==> src/rtl/updn_mod_counter.sv <==
// updn_mod_counter: WIDTH-bit up/down counter with programmable modulo limit
// (range 0..cnt_max), synchronous load, count enable and registered wrap
// reporting (wrap_up / wrap_dn pulses, sticky wrap_seen).
// Optional saturation mode is built when UPDN_MOD_COUNTER_SAT_EN is defined:
// adds input sat_mode and registered output at_limit.
// Reset is synchronous, active-high; reset > load > count > hold.
module updn_mod_counter #(
   parameter int unsigned      WIDTH   = 8,
   parameter logic [WIDTH-1:0] RST_VAL = '0
) (
   input  logic             clk,
   input  logic             rst,
   input  logic             ld_cnt_,
   input  logic             updn_cnt,
   input  logic             count_enb,
   input  logic [WIDTH-1:0] data_in,
   input  logic [WIDTH-1:0] cnt_max,
`ifdef UPDN_MOD_COUNTER_SAT_EN
   input  logic             sat_mode,
   output logic             at_limit,
`endif
   output logic [WIDTH-1:0] data_out,
   output logic             wrap_up,
   output logic             wrap_dn,
   output logic             wrap_seen
);

   logic [WIDTH-1:0] r_cnt;
   logic             r_wrap_up;
   logic             r_wrap_dn;
   logic             r_wrap_seen;

   logic [WIDTH-1:0] w_cnt_nxt;
   logic             w_wrap_up_nxt;
   logic             w_wrap_dn_nxt;
   logic             w_wrap_seen_nxt;
   logic             w_sat_hit;

   // One bit of headroom so the all-ones limit never truncates silently.
   logic [WIDTH:0]   w_cnt_ext;
   logic [WIDTH:0]   w_max_ext;
   logic [WIDTH:0]   w_inc_ext;
   logic             w_at_top;
   logic             w_at_bot;
   logic [WIDTH-1:0] w_load_val;
   logic             w_sat_mode;

   assign w_cnt_ext  = {1'b0, r_cnt};
   assign w_max_ext  = {1'b0, cnt_max};
   assign w_inc_ext  = w_cnt_ext + {{WIDTH{1'b0}}, 1'b1};
   // A lowered cnt_max below the count still wraps on the next up count.
   assign w_at_top   = (w_cnt_ext >= w_max_ext);
   assign w_at_bot   = (r_cnt == '0);
   assign w_load_val = (data_in > cnt_max) ? cnt_max : data_in;

`ifdef UPDN_MOD_COUNTER_SAT_EN
   assign w_sat_mode = sat_mode;
`else
   assign w_sat_mode = 1'b0;
`endif

   // Next-state decode: load > count > hold.
   always_comb begin
      w_cnt_nxt       = r_cnt;
      w_wrap_up_nxt   = 1'b0;
      w_wrap_dn_nxt   = 1'b0;
      w_wrap_seen_nxt = r_wrap_seen;
      w_sat_hit       = 1'b0;
      if (!ld_cnt_) begin
         w_cnt_nxt       = w_load_val;
         w_wrap_seen_nxt = 1'b0;
      end else if (count_enb) begin
         if (updn_cnt) begin
            if (w_at_top) begin
               if (w_sat_mode) begin
                  w_cnt_nxt = cnt_max;
                  w_sat_hit = 1'b1;
               end else begin
                  w_cnt_nxt       = '0;
                  w_wrap_up_nxt   = 1'b1;
                  w_wrap_seen_nxt = 1'b1;
               end
            end else begin
               w_cnt_nxt = w_inc_ext[WIDTH-1:0];
            end
         end else begin
            if (w_at_bot) begin
               if (w_sat_mode) begin
                  w_cnt_nxt = '0;
                  w_sat_hit = 1'b1;
               end else begin
                  w_cnt_nxt       = cnt_max;
                  w_wrap_dn_nxt   = 1'b1;
                  w_wrap_seen_nxt = 1'b1;
               end
            end else begin
               w_cnt_nxt = r_cnt - {{(WIDTH-1){1'b0}}, 1'b1};
            end
         end
      end
   end

   // Counter and wrap flag registers with synchronous reset.
   always_ff @(posedge clk) begin
      if (rst) begin
         r_cnt       <= RST_VAL;
         r_wrap_up   <= 1'b0;
         r_wrap_dn   <= 1'b0;
         r_wrap_seen <= 1'b0;
      end else begin
         r_cnt       <= w_cnt_nxt;
         r_wrap_up   <= w_wrap_up_nxt;
         r_wrap_dn   <= w_wrap_dn_nxt;
         r_wrap_seen <= w_wrap_seen_nxt;
      end
   end

`ifdef UPDN_MOD_COUNTER_SAT_EN
   logic r_at_limit;

   // at_limit follows the most recent count attempt; hold keeps it, load clears it.
   always_ff @(posedge clk) begin
      if (rst || !ld_cnt_) begin
         r_at_limit <= 1'b0;
      end else if (count_enb) begin
         r_at_limit <= w_sat_hit;
      end
   end

   assign at_limit = r_at_limit;
`else
   logic w_unused;
   assign w_unused = w_sat_hit;
`endif

   assign data_out  = r_cnt;
   assign wrap_up   = r_wrap_up;
   assign wrap_dn   = r_wrap_dn;
   assign wrap_seen = r_wrap_seen;

endmodule

==> config.mk <==
export PLATFORM = sky130hd
export DESIGN_NAME = updn_mod_counter
export DESIGN_NICKNAME = d
export VERILOG_FILES = /design/src/rtl/updn_mod_counter.sv
export SDC_FILE = /design/constraint.sdc
export NUM_CORES = 1
export LEC_CHECK = 0
export BUFFER_PORTS_ARGS = -buffer_cell sky130_fd_sc_hd__buf_2
export CORE_MARGIN = 4
export CORE_UTILIZATION = 55
export CTS_BUF_LIST = sky130_fd_sc_hd__clkbuf_16
export DETAILED_ROUTE_END_ITERATION = 12
export PLACE_DENSITY = 0.87
export SYNTH_ARGS = -nofsm -noshare
export SYNTH_HDL_FRONTEND = slang
export SYNTH_SLANG_ARGS = --single-unit
==> constraint.sdc <==
create_clock -name clk -period 2.6 [get_ports clk]
set_input_delay 0.65 -clock clk [delete_from_list [all_inputs] [get_ports clk]]
set_output_delay 0.65 -clock clk [all_outputs]
set_load 0.02 [all_outputs]
==> flow_metrics.py <==
metrics = {
    "run_status": {
        "outcome": "finished, final reports clean",
    },
    "clock_network": {
        "cts_sinks": 11,
        "cts_root_buf": "clkbuf_16",
        "clk_pin_slew_worst_paths_ns": 0.04,
        "htreeDepth": 1,
        "clk_path_buf_depth": 2,
        "clk_latency_ns": 0.24,
        "ctsHoldBuffers": 0,
        "cts_setup_buffers": 0,
        "cts_resized": 0,
        "cts_tree": "built",
        "cts_buffers": 3,
    },
    "routing": {
        "drcViolationCount": 0,
        "wl_mm": 4.07,
        "num_vias": 1550,
        "routedWlPerCell_um": 16.4,
        "drtIter0Drc": 179,
        "firstDrtPassIters": 4,
        "vias_per_cell": 6.25,
        "ant_nets": 0,
    },
    "grt": {
        "grt_pass1_vias": 1538,
        "grt_pass1_wl_mm": 7.00,
        "grt_antenna_before_repair": 0,
        "grt_use_total": 0.259,
        "grt.overflow.total": 0,
        "grt_max_degree": 14,
    },
    "place": {
        "place.port_buffers": 31,
        "dp_hpwl_mm": 3.20,
        "gp_congestion": 0.941,
    },
    "floorplan": {
        "ios": 32,
        "dieHeight_um": 59.4,
        "row_count": 18,
        "initial_utilization": 0.580,
        "die_w_um": 59.4,
        "die-area_um2": 3520,
        "core-area_um2": 2500,
    },
    "sta": {
        "setup_tns_ns": 0,
        "finalHoldViolCount": 0,
        "drv_slew": 0,
        "period_share": 0.884,
        "worstMarginPinSlew_ns": 0.489,
        "fin_skew_ns": 0.00272,
        "report.final.setup_viol": 0,
        "rsz0062_at_grt": "false",
        "final.min_clock_period_ns": 2.30,
        "relSlewSlack": 0.673,
        "fmax_mhz": 435,
    },
    "yosys": {
        "syn_inst": 182,
        "synth-async-reset-ratio": 0,
        "synth-seq-cells": 11,
        "yosysWarnings": 0,
        "synth_seq_area_share": 0.152,
        "synth-edff-count": 0,
        "ys_types": 50,
        "synth_top_flop_cell": "dfxtp_1",
        "syn_area_per_cell_um2": 7.97,
        "syn-cell-area_um2": 1450,
        "synth_fp_nets": 222,
    },
    "setup_path": {
        "arrival_ns": 2.46,
        "crit_path_end_kind": "flop",
        "crit_type": "primary input to flop",
        "start_kind": "primary input",
        "path_max_fanout": 6,
        "worstPathRequired_ns": 2.76,
    },
    "cells_and_area": {
        "drive_above_1_share": 0.225,
        "n_antenna_cell": 0,
        "post-route-util": 0.689,
        "area_growth_pct": 18.7,
        "nets": 259,
        "fillers": 220,
    },
    "worst_hold_path": {
        "hold_path_class": "flop to flop",
    },
    "job": {
        "max_cap_viol_count": 0,
    },
    "pwr": {
        "ir_worst_vdd_mv": 0.498,
        "cellPowerDensity_nw_per_um2": 510,
        "total_leakage_power_nw": 0.793,
    },
}
## cell usage in the layout, fill, tap and decap left out, types with 3 or more instances in the layout
| master | n |
|---|---|
| a21oi_1 | 9 |
| a31oi_1 | 7 |
| buf_2 | 31 |
| buf_4 | 6 |
| clkbuf_16 | 3 |
| dfxtp_1 | 11 |
| ha_1 | 19 |
| inv_1 | 15 |
| mux2i_1 | 8 |
| nand2_1 | 12 |
| nand3_1 | 3 |
| nand4_1 | 3 |
| nor2_1 | 18 |
| nor2b_1 | 5 |
| nor3_1 | 5 |
| o21a_1 | 6 |
| o21ai_0 | 9 |
| o221ai_1 | 5 |
| o22ai_1 | 5 |
| xnor2_1 | 3 |
## synth_stat cells (all sizes together), types with 2 or more instances
| master | number | area share |
|---|---|---|
| a21oi | 9 | 0.031 |
| a31oi | 7 | 0.030 |
| and3 | 2 | 0.0095 |
| buf | 4 | 0.026 |
| dfxtp | 11 | 0.15 |
| ha | 19 | 0.16 |
| inv | 14 | 0.036 |
| mux2i | 8 | 0.055 |
| nand2 | 12 | 0.031 |
| nand2b | 3 | 0.018 |
| nand3 | 3 | 0.010 |
| nand4 | 3 | 0.013 |
| nor2 | 18 | 0.047 |
| nor2b | 5 | 0.022 |
| nor3 | 6 | 0.028 |
| nor3b | 2 | 0.010 |
| o211ai | 2 | 0.010 |
| o21a | 6 | 0.031 |
| o21ai | 10 | 0.035 |
| o221ai | 5 | 0.030 |
| o22ai | 5 | 0.022 |
| o31a | 2 | 0.012 |
| or2 | 3 | 0.013 |
| xnor2 | 3 | 0.018 |
## worst max-delay path, stage by stage
cell and delay (ns):
buf_2 0.11, inv_1 0.08, ha_1 0.33, a41o_1 0.22, a21oi_1 0.21, o311ai_2 0.23, or2_1 0.33, o211a_1 0.25
o21ai_0 0.06
## cell families after synthesis
kind of cell,count (synthesis),share of synthesized area
AO/OA/AOI/OAI,58,0.291
XOR/XNOR,4,0.0242
adder cells (fa/ha/maj),19,0.164
buffers and inverters,19,0.0673
flip-flops,11,0.152
multiplexers,9,0.0630
AND/OR/NAND/NOR,62,0.239
## layout make-up
type	count	area [µm²]	share of cell area
multi-input combinational	152	1130	0.658
sequential	11	220	0.128
timing repair buffer	37	200	0.116
clock buffer	3	75.1	0.0436
inverter	14	52.6	0.0305
tap	30	37.5	0.0218
clock inverter	1	3.75	0.00218
## registers in the layout, indices dropped and copies added (netlist names)
signal,cells
data_out,8
wrap_dn,1
wrap_seen,1
wrap_up,1
## final timing paths
kind          startpoint          end  slack (ns)  depth (start not counted)
max           cnt_max[6]  data_out[3]        0.30                          9
min            wrap_seen    wrap_seen        0.48                          2
max reg2reg  data_out[1]  data_out[4]        0.35                          7
min reg2reg    wrap_seen    wrap_seen        0.48                          2
## per-layer routing
layer	up-vias	GRT usage	routed length, µm
li1	757	-	-
met1	695	0.330	1640
met2	86	0.431	1950
met3	12	0.0545	384
met4	0	0.0841	88
met5	-	0	0
## power breakdown
| part | switching [mW] | internal [mW] | leakage (nW) |
|---|---|---|---|
| Sequential | 0.0314 | 0.185 | 0.0905 |
| Clock | 0.0728 | 0.202 | 0.0423 |
| Combinational | 0.222 | 0.166 | 0.661 |
| Total | 0.326 | 0.553 | 0.793 |
## per-stage QoR
step / power (mW) / hold slack, ns / cell area, µm² / instances / worst slack, ns
floorplan: 0.493 / 0.570 / 1450 / 182 / 0.359
global placement: 0.587 / 0.460 / 1640 / 244 / 0.158
detailed placement: 0.597 / 0.471 / 1640 / 244 / 0.0621
CTS: 0.875 / 0.480 / 1720 / 248 / 0.306
global route: 0.936 / 0.505 / 1720 / 248 / 0.145
finish: 0.878 / 0.479 / 1720 / 248 / 0.300
Note: power is estimated with default switching activity, not from simulation.
